## src/rtl/rv_iter_divider.sv

```systemverilog
// Radix-2 restoring divider for RV32M DIV/DIVU/REM/REMU.
// One quotient bit per cycle, registered result, one-cycle done pulse.
module rv_iter_divider #(
    parameter int XLEN = 32
) (
    input  logic            clk,
    input  logic            reset,
    input  logic            start,
    input  logic [1:0]      op,
    input  logic [XLEN-1:0] dividend,
    input  logic [XLEN-1:0] divisor,
    output logic            busy,
    output logic            done,
    output logic [XLEN-1:0] result,
    output logic [1:0]      dbg_state
);
    localparam int CW = $clog2(XLEN);

    // Handshake: start is sampled only while idle (state IDLE, busy low); the
    // accept edge latches operands, busy is high until the cycle before the
    // done pulse, and result stays valid from done until the next accept.
    typedef enum logic [1:0] {
        IDLE = 2'd0,
        CALC = 2'd1,
        FIX  = 2'd2
    } state_t;

    state_t          state;
    logic [1:0]      op_q;
    logic            neg_quo;
    logic            neg_rem;
    logic            special;
    logic [XLEN-1:0] dvs;
    logic [XLEN:0]   rem;
    logic [XLEN-1:0] quo;
    logic [CW-1:0]   cnt;

    logic            is_signed;
    logic            a_neg;
    logic            b_neg;
    logic [XLEN-1:0] a_mag;
    logic [XLEN-1:0] b_mag;
    logic            div_zero;
    logic            overflow;
    logic [XLEN:0]   shifted;
    logic            fits;
    logic [XLEN-1:0] quo_fix;
    logic [XLEN-1:0] rem_fix;

    always_comb begin
        is_signed = ~op[0];
        a_neg     = is_signed & dividend[XLEN-1];
        b_neg     = is_signed & divisor[XLEN-1];
        a_mag     = a_neg ? (~dividend + 1'b1) : dividend;
        b_mag     = b_neg ? (~divisor + 1'b1) : divisor;
        div_zero  = (divisor == '0);
        overflow  = is_signed && (dividend == {1'b1, {(XLEN-1){1'b0}}})
                    && (divisor == '1);
        shifted   = {rem[XLEN-1:0], quo[XLEN-1]};
        fits      = (shifted >= {1'b0, dvs});
        quo_fix   = neg_quo ? (~quo + 1'b1) : quo;
        rem_fix   = neg_rem ? (~rem[XLEN-1:0] + 1'b1) : rem[XLEN-1:0];
    end

    assign dbg_state = state;

    always_ff @(posedge clk or negedge reset) begin
        if (!reset) begin
            state   <= IDLE;
            op_q    <= '0;
            neg_quo <= 1'b0;
            neg_rem <= 1'b0;
            special <= 1'b0;
            dvs     <= '0;
            rem     <= '0;
            quo     <= '0;
            cnt     <= '0;
            busy    <= 1'b0;
            done    <= 1'b0;
            result  <= '0;
        end else begin
            done <= 1'b0;
            case (state)
                IDLE: begin
                    if (start) begin
                        op_q    <= op;
                        neg_quo <= a_neg ^ b_neg;
                        neg_rem <= a_neg;
                        dvs     <= b_mag;
                        rem     <= '0;
                        busy    <= 1'b1;
                        cnt     <= CW'(XLEN - 1);
                        // Special-case presets ride in quo and skip sign fix-up.
                        if (div_zero) begin
                            special <= 1'b1;
                            quo     <= op[1] ? dividend : '1;
                            state   <= FIX;
                        end else if (overflow) begin
                            special <= 1'b1;
                            quo     <= op[1] ? '0 : dividend;
                            state   <= FIX;
                        end else begin
                            special <= 1'b0;
                            quo     <= a_mag;
                            state   <= CALC;
                        end
                    end
                end
                CALC: begin
                    if (fits) begin
                        rem <= shifted - {1'b0, dvs};
                        quo <= {quo[XLEN-2:0], 1'b1};
                    end else begin
                        rem <= shifted;
                        quo <= {quo[XLEN-2:0], 1'b0};
                    end
                    if (cnt == '0) state <= FIX;
                    else           cnt   <= cnt - 1'b1;
                end
                FIX: begin
                    if (special)      result <= quo;
                    else if (op_q[1]) result <= rem_fix;
                    else              result <= quo_fix;
                    done  <= 1'b1;
                    busy  <= 1'b0;
                    state <= IDLE;
                end
                default: begin
                    state <= IDLE;
                    busy  <= 1'b0;
                end
            endcase
        end
    end
endmodule

```

## config.mk

```make
export PLATFORM = sky130hd
export DESIGN_NAME = rv_iter_divider
export DESIGN_NICKNAME = d
export VERILOG_FILES = /design/src/rtl/rv_iter_divider.sv
export SDC_FILE = /design/constraint.sdc
export NUM_CORES = 1
export LEC_CHECK = 0
export ABC_AREA = 1
export BUFFER_PORTS_ARGS = -buffer_cell sky130_fd_sc_hd__buf_2
export CAP_MARGIN = 15
export CELL_PAD_IN_SITES_DETAIL_PLACEMENT = 0
export CELL_PAD_IN_SITES_GLOBAL_PLACEMENT = 1
export CORE_AREA = 5 5 181 183
export CTS_BUF_LIST = sky130_fd_sc_hd__clkbuf_8
export DETAILED_ROUTE_END_ITERATION = 8
export DIE_AREA = 0 0 186 188
export GPL_TIMING_DRIVEN = 0
export PLACE_DENSITY_LB_ADDON = 0.1
export SYNTH_ARGS = -nofsm -noshare
export SYNTH_HDL_FRONTEND = slang
export SYNTH_SLANG_ARGS = --single-unit
export TNS_END_PERCENT = 20
```

## constraint.sdc

```tcl
create_clock -name clk -period 2.5 [get_ports clk]
set_input_delay 0.125 -clock clk [delete_from_list [all_inputs] [get_ports clk]]
set_output_delay 0.125 -clock clk [all_outputs]
set_load 0.02 [all_outputs]
```

# Word-level counts from Yosys, hierarchy flattened
# Index checks and enable logic that the tools add are counted.
# word_totals
mem_bits_rw,0
memories,0
wordCells,75
latchBits,0
regBits,142
mem_bits_ro,0
# op_classes
reduce_logical,11
mul,0
div,0
mux,29
n_eq_ne,7
shifts,0
n_addsub,6
magnitude_cmp,1
bitwise_logic,9
# op_table
op,n
32-bit two-way mux,13
32-bit by 1-bit adder with 32-bit output (second input constant),4
32-bit NOT,4
32-bit case mux with 2 select lines,2
32-bit equality test (second input constant),2
33-bit by 32-bit greater-or-equal comparator with 1-bit output,1
32-bit zero test,1
32-bit subtractor,1
5-bit two-way mux,2
5-bit case mux with 2 select lines,1
2-bit two-way mux,4
2-bit AND reduction,4
2-bit inequality test (second input constant),3
5-bit zero test,1
1-bit two-way mux,5
5-bit by 1-bit subtractor with 5-bit output (second input constant),1
2-bit case mux with 2 select lines,1
3-bit AND reduction,1
1-bit bitwise AND,2
2-bit by 1-bit equality test with 1-bit output (second input constant),1
2-bit equality test (second input constant),1
1-bit logical AND,2
2-bit zero test,1
1-bit NOT,2
3 further kinds,3

# Depth between registers and ports, before layout
# Gate-level depths: netlist of run 1.
# depth
word_depth,7
ltp_mapped,17

# Worst setup path before layout of run 1
# Ideal clock, no wire load.
# synth_timing
path_kind,flip-flop to flip-flop
startpoint,register quo[31]
endpoint,register rem[30]
path_slack_ns,0.510
t_required_ns,2.382
n_path_buf,0
period_less_slack_ns,1.990
stages_incl_launch_ff,17
t_arrival_ns,1.872
cell_sequence,dfrtp_1 -> inv_1 -> ha_1 -> inv_1 -> fa_1 -> nand2_1 -> nand2_1 -> nand2_1 -> nand2_1 -> nand2_1 -> nand2_1 -> nand2_1 -> nand3b_1 -> nand2_1 -> nand2_1 -> nand3_1 -> nand2_1
# synth_between
elab_chain_len,3
word_cells_on_any_way,4
# synth_lines
element,line,source
"start, declared",35,logic [XLEN-1:0] quo;
"start signal, assigned",96,quo <= op[1] ? dividend : '1;
"start signal, assigned",100,quo <= op[1] ? '0 : dividend;
"start signal, assigned",104,quo <= a_mag;
32-bit subtractor or 33-bit by 32-bit greater-or-equal comparator with 1-bit output (tied branches),"111, 60",
32-bit two-way mux (*),110,if (fits) begin
32-bit case mux with 2 select lines (*),83,case (state)
"end signal, assigned",111,"rem <= shifted - {1'b0, dvs};"
"end signal, assigned",114,rem <= shifted;
"end, declared",34,logic [XLEN:0] rem;
# Every way passes the cells marked *; elsewhere a longest branch is shown, timed or not.
# A chain may end at the register's enable or synchronous reset.

# Worst setup path in the final report of run 1
# layout_timing
startpoint,register dvs[30]
endpoint,register rem[9]
# layout_between
elab_chain_len,3
# layout_lines
element,line,source
"start, declared",33,logic [XLEN-1:0] dvs;
"start signal, assigned",89,dvs <= b_mag;
33-bit by 32-bit greater-or-equal comparator with 1-bit output,60,"fits = (shifted >= {1'b0, dvs});"
32-bit two-way mux,110,
32-bit case mux with 2 select lines,83,
# Every way passes these cells.

==> out/metrics.cfg, run 1 <==
[sta]
grt_setup_unrepaired = true
fin_skew_ns = 0.01408
finalMaxSlewViolations = 0
tightest_slew_ns = 0.9853
setup_ws_ns = 0.1378
maxSlewHeadroom_pct = 33.62
fin_tns_setup_ns = 0
fmax_mhz = 423.3
period_minus_slack_ns = 2.362
period_share_pct = 94.49
hold_violations = 0
setup_viol = 0

[floorplan]
fp-row-count = 65
design.core.area_um2 = 31070
dieArea_um2 = 34970
die_h_um = 188
start_util_pct = 42.89
boundaryPins = 105
die_x_um = 186

[synth]
syn_nets = 2353
synth-simple-area-share_pct = 43.57
synthXorXnorAreaFrac_pct = 3.155
ys.flop_type = dfrtp_1
synth-seq-cells = 141
synth-compound-area-share_pct = 11.98
synth_edf_count = 0
yosysMostFrequentCell = nand2_1
postSynth.asyncResetShare_pct = 100.0
synthAdderAreaFrac_pct = 3.813
synth_top_cell_by_area = dfrtp_1
synthTopCellsByArea = dfrtp_1, nand2_1, nand3_1
synth_top_family_by_area = simple AND/OR/NAND/NOR gates
synth_area_um2 = 13320
ys_warn_count = 0
ys_top_cells_by_count = nand2_1, nand3_1, inv_1
syn_avg_cell_area_um2 = 5.938
yosysSeqAreaShare_pct = 26.48
muxShareOfSynthArea_pct = 0
yosys.area.top_type_share_pct = 26.48
synth_cells = 2244
ys_types = 45

[detailed_routing]
detail_route.wl_per_cell_um = 18.21
vias_per_cell = 5.475
routed_wl_um = 50820
ant_nets = 0
dr.first_iter.drc_count = 1399
first_pass_iters = 5
drc = 0
via_count = 15280

[run]
max_cap_viol_count = 0

[power_and_ir_drop]
power_density_nw_per_um2 = 1497
peakVddDrop_mv = 0.6196
power_w = 0.02287
total_leakage_power_nw = 7.751

[final_layout]
fillCellCount = 3369
drive_above_1_share_pct = 10.88
final_nets = 2486
syn2layout_area_growth_pct = 14.69
multi_input_area_um2 = 8701
diodes = 0
regArea_um2 = 3543

[global_route]
grt.overflow.total = 0
antenna_found_initial = 0
grt_pass1_vias = 14180
grt_max_degree = 98
top_usage_layer = met2
grtUsageMet3_pct = 2.793
use_met2_pct = 44.62
grt_pass1_wl_um = 78720
grt_use_met1_pct = 42.17
grt_usage_pct = 28.60

[cts]
path_clk_slew_ns = 0.09
clock_path_buffers = 2
htreeDepth = 4
clkSinkCount = 141
numCtsBuffers = 17
root_buffer = clkbuf_8
clock_latency_ns = 0.47
tritoncts = built

[critical_path]
cp_cell_sequence = inv_1 > ha_2 > a21oi_2 > o21ai_0 > nor2_1 > o21ai_1 > a21oi_2 > buf_4 > clkbuf_4 > nand3_1 > nand3_1 > o21ai_0
critPathCaptureType = flop
critPathSlowestCell = dfrtp_1
path_class = flop to flop
cp_slowest_stage_delay_ns = 0.40
required_ns = 2.82
cp_top_family = compound AO/OA/AOI/OAI gates
critPathBufInv = 3
critPathLaunchType = flop
crit_fanout = 10
ff2ff_setup_slack_ns = 0.14
arrival_ns = 2.69

[placement]
numPortBuffers = 102
dp_hpwl_um = 41030
gp_congestion = 0.9553
place_ws_ns = -0.1156

[hold_path]
hp-class = primary input to flop

[run_status]
status = finished, final reports clean

[tightest hold or removal path: cells and delay by family]
| family | cells | cell delay [ns] |
|---|---|---|
| AOI/OAI and AO/OA | 1 | 0.07 |
| xor gates and xnor gates | 1 | 0.14 |
| buffers and inverters | 1 | 0.12 |
[layout by cell type (no fill, tap or decap), types with 5 or more instances in the layout]
cell,count
a21oi_1,87
a21oi_2,5
a22oi_1,28
buf_1,6
buf_2,113
buf_4,8
clkbuf_1,47
clkbuf_8,17
dfrtp_1,129
dfrtp_2,12
dlygate4sd3_1,6
ha_1,15
ha_4,20
inv_1,291
inv_2,6
inv_6,7
nand2_1,721
nand3_1,295
nand3_2,6
nand3b_1,16
nand4_1,43
nor2_1,193
nor2_2,17
nor2_4,8
nor3_1,25
o211ai_1,8
o21ai_0,129
o21ai_1,9
o21bai_1,5
or2_2,6
xnor2_1,19
xor2_1,29
[report_power, final]
part           internal [W]  switching [W]  total (W)
Sequential          0.00347        0.00143    0.00490
Combinational       0.00549         0.0105     0.0160
Clock               0.00100       0.000985    0.00199
Total               0.00996         0.0129     0.0229
[routing by layer]
metal | wire, um | up-vias
met5 | 0 | -
met4 | 1166 | 0
met3 | 2920 | 66
met2 | 22830 | 562
met1 | 23910 | 7113
li1 | - | 7540
[stage by stage]
step / instance area [um^2] / hold WS [ns] / util [%] / instances
4_1_cts: 14900 / 0.001728 / 47.95 / 2788
2_1_floorplan: 13320 / -0.1706 / - / 2244
5_1_grt: 15280 / 0.01394 / 49.19 / 2791
3_5_place_dp: 14370 / 0.08819 / 46.26 / 2749
3_3_place_gp: 14340 / 0.4471 / 46.15 / 2748
6_report: 15280 / 0.02620 / 49.19 / 2791
[path summary, 6_finish.rpt]
path,startpoint,to,cells after the start
max in group asynchronous,reset,quo[31],3
worst max-delay path,dvs[30],rem[9],12
worst min-delay path,divisor[10],dvs[10],3
worst max register to register,dvs[30],rem[9],12
min in group asynchronous,reset,rem[29],2
worst min register to register,result[14],result[14],2
[what timing repair did]
item                                    in CTS  in global routing
cloned                                       0                  0
hold buffers                                 6                  0
buffers inserted                             2                  3
pin swaps                                    0                  3
hold endpoints to repair                    49                  0
endpoints found under the setup margin      35                 39
resized for setup                           11                 69
[kinds of logic after synthesis]
logic type               count (synthesis)
AO/OA/AOI/OAI                          289
XOR/XNOR                                48
adder cells (fa/ha/maj)                 40
buffers and inverters                  376
flip-flops                             141
AND/OR/NAND/NOR                       1350
[state kept, by name (all words and copies together), names as in the netlist]
name / cells
cnt: 5
busy: 1
quo: 32
special: 1
dvs: 32
neg_quo: 1
op_q: 1
neg_rem: 1
done: 1
rem: 32
dbg_state: 2
result: 32
[layout make-up]
cell class              count  area share (%)
plain buffers              75           2.260
clock buffers              17           1.531
clock inverters            14           1.179
inverters                 301           7.410
multi-input cells        1727           56.94
flip-flops and latches    141           23.19
well taps                 402           3.292
repair buffers            114           4.200
No activity file was read; power rests on OpenSTA's default activity.
==> run 2: changes to the inputs <==
--- a/config.mk
+++ b/config.mk
@@ -16,6 +16,7 @@
 export DIE_AREA = 0 0 186 188
 export GPL_TIMING_DRIVEN = 0
 export PLACE_DENSITY_LB_ADDON = 0.1
+export SETUP_SLACK_MARGIN = 0.3
 export SYNTH_ARGS = -nofsm -noshare
 export SYNTH_HDL_FRONTEND = slang
 export SYNTH_SLANG_ARGS = --single-unit
==> out/metrics.cfg, run 2 (synthesized netlist as in run 1, its figures left out) <==
[sta]
period_minus_slack_ns = 2.193  ; -0.1697 ns
period_share_pct = 87.70  ; -6.8 points
fin_skew_ns = 0.01083  ; -0.003252 ns
maxSlewHeadroom_pct = 34.76  ; +1.1 points
fmax_mhz = 456.1  ; +7.7%
finalMaxSlewViolations = 0  ; unchanged
tightest_slew_ns = 0.9683  ; -0.01699 ns
hold_slack_ns = 0.02162  ; -0.004585 ns
grt_setup_unrepaired = true
hold_violations = 0  ; unchanged
setup_viol = 0  ; unchanged

[placement]
dp_hpwl_um = 41030  ; unchanged
post_dp_cell_area_um2 = 14370  ; unchanged
numPortBuffers = 102  ; unchanged
gp_congestion = 0.9553  ; unchanged

[detailed_routing]
first_pass_iters = 6  ; +1
vias_per_cell = 5.453  ; -0.40%
routed_wl_um = 51520  ; +1.4%
dr.first_iter.drc_count = 1435  ; +2.6%
ant_nets = 0  ; unchanged
via_count = 15520  ; +1.6%
detail_route.wl_per_cell_um = 18.10  ; -0.58%
drc = 0  ; unchanged

[floorplan]
design.core.area_um2 = 31070  ; unchanged
start_util_pct = 42.89  ; unchanged
fp-row-count = 65  ; unchanged
die_x_um = 186  ; unchanged
dieArea_um2 = 34970  ; unchanged
die_h_um = 188  ; unchanged
boundaryPins = 105  ; unchanged

[global_route]
grt_pass1_vias = 14360  ; +1.2%
grt_pass1_wl_um = 79590  ; +1.1%
grt_usage_pct = 28.91  ; +0.31 points
antenna_found_initial = 0  ; unchanged
grt.overflow.total = 0  ; unchanged
grt_max_degree = 98  ; unchanged

[final_layout]
final_cell_mix = nand2_1, nand3_1, inv_1, nor2_1, o21ai_0
stdcell_area_um2 = 16180  ; +5.9%
final_nets = 2541  ; +2.2%
drive_above_1_share_pct = 17.23  ; +6.3 points
diodes = 0  ; unchanged
final_common_cell = nand2_1
syn2layout_area_growth_pct = 21.43

[hold_path]
hp-class = primary input to flop

[power_and_ir_drop]
p_int_w = 0.01120  ; +12%
p_comb_share_pct = 72.5  ; +2.6 points
peakVddDrop_mv = 0.6325  ; +2.1%
power_frac_clock_pct = 8.0  ; -0.7 points
power_density_nw_per_um2 = 1540  ; +2.9%
total_leakage_power_nw = 8.085  ; +4.3%
swShare_pct = 55.05  ; -1.4 points
switchingPower_w = 0.01372  ; +6.2%
seq_power_share_pct = 19.5  ; -1.9 points

[run_status]
status = finished, final reports clean

[cts]
path_clk_slew_ns = 0.09  ; about the same
numCtsBuffers = 17  ; unchanged
clock_latency_ns = 0.48  ; about the same
htreeDepth = 4  ; unchanged
root_buffer = clkbuf_8
tritoncts = built
clkSinkCount = 141  ; unchanged
clock_path_buffers = 2  ; unchanged

[critical_path]
critPathLaunchType = flop
critPathBufInv = 2  ; -1
critPathCaptureType = flop
crit_fanout = 10  ; unchanged
arrival_ns = 2.61  ; -0.08 ns
cp_cell_sequence = nor3_1 > nor3_2 > clkbuf_1 > buf_2 > nand3_1 > nand2_1
cp_slowest_stage_delay_ns = 0.49  ; +0.09 ns
critPathSlowestCell = dfrtp_1
cp_top_family = buffers and inverters
path_class = flop to flop
required_ns = 2.92  ; +0.10 ns

[run]
max_cap_viol_count = 0  ; unchanged

## run 2: cell types whose count changed in the layout (fill, tap and decap cells not counted), moves of 8 or more
| cell | delta |
|---|---|
| buf_4 | +49 |
| dfrtp_1 | -19 |
| dfrtp_2 | +19 |
| ha_1 | -8 |
| ha_4 | +10 |
| inv_1 | -32 |
| inv_2 | +32 |
| nand2_1 | -31 |
| nand2_2 | +24 |
| nor2_4 | +10 |
## run 2: per-stage QoR
step	util, %	power, W	instances	setup WS [ns]	setup TNS, ns
3_5_place_dp	46.26	0.01965	2749	-0.1156	-2.125
5_1_grt	52.08	0.02710	2846	0.05910	0
3_3_place_gp	46.15	0.01950	2748	-0.7154	-100.40
6_report	52.08	0.02491	2846	0.3075	0
4_1_cts	49.25	0.02275	2794	0.1642	0
2_1_floorplan	-	0.01495	2244	0.5095	0
## run 2: metal layers
layer / track usage, % / vias to the layer above / wire [um]
met3: 2.813 / 87 / 2884
met1: 42.34 / 7221 / 24090
li1: - / 7655 / -
met5: 0 / - / 0
met2: 45.09 / 557 / 22920
met4: 8.576 / 0 / 1633
## run 2: timing repair
item                                    in CTS  in global routing
endpoints found under the setup margin      68                 95
setup buffers                                8                 50
hold endpoints to repair                    49                  0
cloned                                       0                  2
resized for setup                           79                151
pin swaps                                    2                 23
hold buffers                                 6                  0
## run 2: area by class of cell
cell class,count,area (um^2)
fill,3271,14890
clock buffer,17,234.0
inverter,301,1132
buffer,75,376.6
multi-input combinational,1727,9100
clock inverter,14,180.2
tap,402,503.0
timing repair buffer,169,1086
sequential,141,3567
## run 2: power groups by stage
stage | Clock [W] | Combinational, W | Sequential [W]
final | 0.00199 | 0.0181 | 0.00485
after global routing | 0.00211 | 0.0200 | 0.00495
after CTS | 0.00203 | 0.0159 | 0.00484
after detailed placement | 0 | 0.0149 | 0.00480
after global placement | 0 | 0.0147 | 0.00477
after floorplan | 0 | 0.0104 | 0.00454
## run 2: worst reg2reg max path, delay by kind of cell, from the launching register on
| family | cells | cell delay, ns |
|---|---|---|
| buf+inv | 2 | 0.85 |
| flops | 1 | 0.49 |
| simple gates | 4 | 0.78 |
## run 2: final timing paths
check / startpoint / end / slack (ns) / cells past startpoint
hold reg to reg: result[20] / result[20] / 0.48 / 2
setup / recovery: dbg_state[0] / quo[30] / 0.31 / 6
setup reg to reg: dbg_state[0] / quo[30] / 0.31 / 6
max in group asynchronous: reset / quo[31] / 1.50 / 3
hold / removal: divisor[10] / dvs[10] / 0.02 / 3
min in group asynchronous: reset / rem[29] / 0.13 / 2
==> run 3: changes to the inputs <==
--- a/config.mk
+++ b/config.mk
@@ -10,10 +10,10 @@
 export CAP_MARGIN = 15
 export CELL_PAD_IN_SITES_DETAIL_PLACEMENT = 0
 export CELL_PAD_IN_SITES_GLOBAL_PLACEMENT = 1
-export CORE_AREA = 5 5 181 183
+export CORE_AREA = 5 5 189 191
 export CTS_BUF_LIST = sky130_fd_sc_hd__clkbuf_8
 export DETAILED_ROUTE_END_ITERATION = 8
-export DIE_AREA = 0 0 186 188
+export DIE_AREA = 0 0 194 196
 export GPL_TIMING_DRIVEN = 0
 export PLACE_DENSITY_LB_ADDON = 0.1
 export SETUP_SLACK_MARGIN = 0.3
==> constraint.sdc (replaced) <==
create_clock -name clk -period 1.8 [get_ports clk]
set_input_delay 0.09 -clock clk [delete_from_list [all_inputs] [get_ports clk]]
set_output_delay 0.09 -clock clk [all_outputs]
set_load 0.02 [all_outputs]
==> out/metrics.cfg, run 3 (synthesized netlist as in run 1, its figures left out) <==
[power_and_ir_drop]
p_comb_share_pct = 76.6  ; +4.1 points
seq_power_share_pct = 17.0  ; -2.5 points
total_leakage_power_nw = 8.760  ; +8.3%
switchingPower_w = 0.02178  ; +59%
swShare_pct = 54.21  ; -0.84 points
p_int_w = 0.01840  ; +64%
power_density_nw_per_um2 = 2220  ; +44%
power_frac_clock_pct = 6.4  ; -1.6 points
peakVddDrop_mv = 0.9068  ; +43%

[final_layout]
diodes = 0  ; unchanged
fin_cells = 2962  ; +4.1%
final_common_cell = nand2_1
syn2layout_area_growth_pct = 35.82
final_nets = 2604  ; +2.5%
stdcell_area_um2 = 18100  ; +12%
final_cell_mix = nand2_1, nand3_1, inv_1, nor2_1, buf_2
drive_above_1_share_pct = 29.76  ; +13 points
fillCellCount = 3478  ; +6.3%

[detailed_routing]
dr.first_iter.drc_count = 1306  ; -9.0%
routed_wl_um = 55230  ; +7.2%
ant_nets = 0  ; unchanged
first_pass_iters = 5  ; -1
vias_per_cell = 5.373  ; -1.5%
detail_route.wl_per_cell_um = 18.64  ; +3.0%
via_count = 15920  ; +2.6%
drc = 0  ; unchanged

[critical_path]
critPathCaptureType = flop
path_class = flop to flop
required_ns = 2.13  ; -0.79 ns
critPathBufInv = 1  ; -1
cp_top_family = simple AND/OR/NAND/NOR gates
arrival_ns = 2.49  ; -0.12 ns
ff2ff_setup_slack_ns = -0.36  ; -0.67 ns
critPathSlowestCell = dfrtp_2
critPathLaunchType = flop
cp.depth = 13  ; +7
r2r-start = rem[14]
crit_fanout = 7  ; -3
reg2reg_depth = 13  ; +7
timing.rr.end = rem[8]
crit_path_start = rem[14]
cp_slowest_stage_delay_ns = 0.47  ; -0.02 ns
cp_cell_sequence = ha_4 > nand2_4 > nor2_4 > nand2_2 > nor2_4 > nand2_4 > nand3_4 > nand2_8 > nand2_8 > buf_8 > nand2_2 > nand3_2 > o21ai_1
endpoint = rem[8]

[global_route]
grt_max_degree = 92  ; -6.1%
grt.overflow.total = 0  ; unchanged
grt_usage_pct = 28.03  ; -0.88 points
antenna_found_initial = 0  ; unchanged
grt_pass1_wl_um = 85350  ; +7.2%
grt_pass1_vias = 14990  ; +4.4%

[placement]
place_ws_ns = -0.7491  ; -0.6336 ns
dp.cells = 2802  ; +1.9%
dp_hpwl_um = 42630  ; +3.9%
gp_congestion = 0.9724  ; +1.8%
numPortBuffers = 102  ; unchanged
post_dp_cell_area_um2 = 14960  ; +4.1%

[floorplan]
design.core.area_um2 = 33950  ; +9.3%
die_h_um = 196  ; +4.3%
fp-row-count = 68  ; +4.6%
die_x_um = 194  ; +4.3%
boundaryPins = 105  ; unchanged
start_util_pct = 39.25  ; -3.6 points
dieArea_um2 = 38020  ; +8.7%

[sta]
fin_tns_setup_ns = -13.34  ; -13.34 ns
period_share_pct = 120.2  ; +33 points
maxSlewHeadroom_pct = 45.67  ; +11 points
fmax_mhz = 462.1  ; +1.3%
period_minus_slack_ns = 2.164  ; -0.02840 ns
fin_skew_ns = 0.02210  ; +0.01127 ns
hold_violations = 0  ; unchanged
grt_setup_unrepaired = true
finalMaxSlewViolations = 0  ; unchanged
setup_viol = 54  ; +54
tightest_slew_ns = 0.8150  ; -0.1534 ns
setup_ws_ns = -0.3641  ; -0.6716 ns

[cts]
clock_path_buffers = 2  ; unchanged
htreeDepth = 4  ; unchanged
tritoncts = built
root_buffer = clkbuf_8
numCtsBuffers = 17  ; unchanged
clock_latency_ns = 0.48  ; about the same
path_clk_slew_ns = 0.10  ; about the same
clkSinkCount = 141  ; unchanged

[run_status]
violations = negative setup slack
status = complete, but fails checks

[hold_path]
hp-class = primary input to flop

[run]
max_cap_viol_count = 0  ; unchanged

[run 3: cell count changes in the layout (fill, tap and decap cells not counted), moves of 26 or more]
cell      before  now
inv_1        259  233
clkbuf_1      45   17
nand2_2       28   83
nand2_1      690  620
o21ai_1       10   40
nor2_1       189  156
o21ai_0      126   88
nand3_1      292  246
nand3_2        6   49
buf_4         57   97
[run 3: worst reg2reg max path, delay by kind of cell (launching register included)]
family          cells  cell delay [ns]
compound gates      1             0.07
simple gates       10             1.01
fa+ha+maj           1             0.32
buf+inv             1             0.15
flops               1             0.47
[run 3: power by group through the flow]
stage / registers (W) / logic [W] / clock network [W]
floorplan: 0.00645 / 0.0159 / 0
global placement: 0.00682 / 0.0223 / 0
detailed placement: 0.00684 / 0.0225 / 0
CTS: 0.00673 / 0.0268 / 0.00261
global route: 0.00698 / 0.0335 / 0.00273
finish: 0.00684 / 0.0308 / 0.00256
[run 3: layout make-up]
| class | instances | area [um^2] | share of cell area [%] |
|---|---|---|---|
| buffer | 75 | 649.4 | 3.588 |
| clock buffer | 20 | 275.3 | 1.521 |
| clock inverter | 11 | 106.4 | 0.5877 |
| inverter | 301 | 1164 | 6.430 |
| multi-input combinational | 1727 | 10100 | 55.84 |
| sequential | 141 | 3581 | 19.79 |
| tap | 455 | 569.3 | 3.146 |
| timing repair buffer | 232 | 1647 | 9.099 |
[run 3: timing repair]
action                                  4_1_cts  5_1_grt
pin swaps                                   109      132
setup buffers                                80       31
endpoints found under the hold margin        63        0
hold buffers                                 14        0
endpoints found under the setup margin      140      140
resized for setup                           358      203
gates cloned                                  1        3
[run 3: through the flow]
| step | utilization (%) | hold WS, ns | total power (W) |
|---|---|---|---|
| after floorplan | - | -0.2056 | 0.02238 |
| after global placement | 43.98 | 0.4124 | 0.02914 |
| after detailed placement | 44.08 | 0.07192 | 0.02932 |
| after CTS | 50.49 | 0.004805 | 0.03616 |
| after global routing | 53.31 | 0.03445 | 0.04317 |
| final | 53.31 | 0.02457 | 0.04018 |
[run 3: worst min path at each step]
stage                            start      end  depth (start not counted)
after global placement     divisor[30]  dvs[30]                          3
after detailed placement         reset  rem[29]                          1
after global routing       divisor[14]  dvs[14]                          3
final                     dividend[15]  quo[15]                          5
after CTS                  divisor[30]  dvs[30]                          5
after floorplan                  reset     busy                          0
[run 3: metal layers]
metal  wire [um]  track usage [%]  part of all wire, %  vias to the layer above
li1            -                -                    -                     7772
met1       25860            40.71                   47                     7534
met2       25150            44.98                   46                      529
met3        2782            2.490                  5.0                       81
met4        1430            7.500                  2.6                        0
met5           0                0                    0                        -
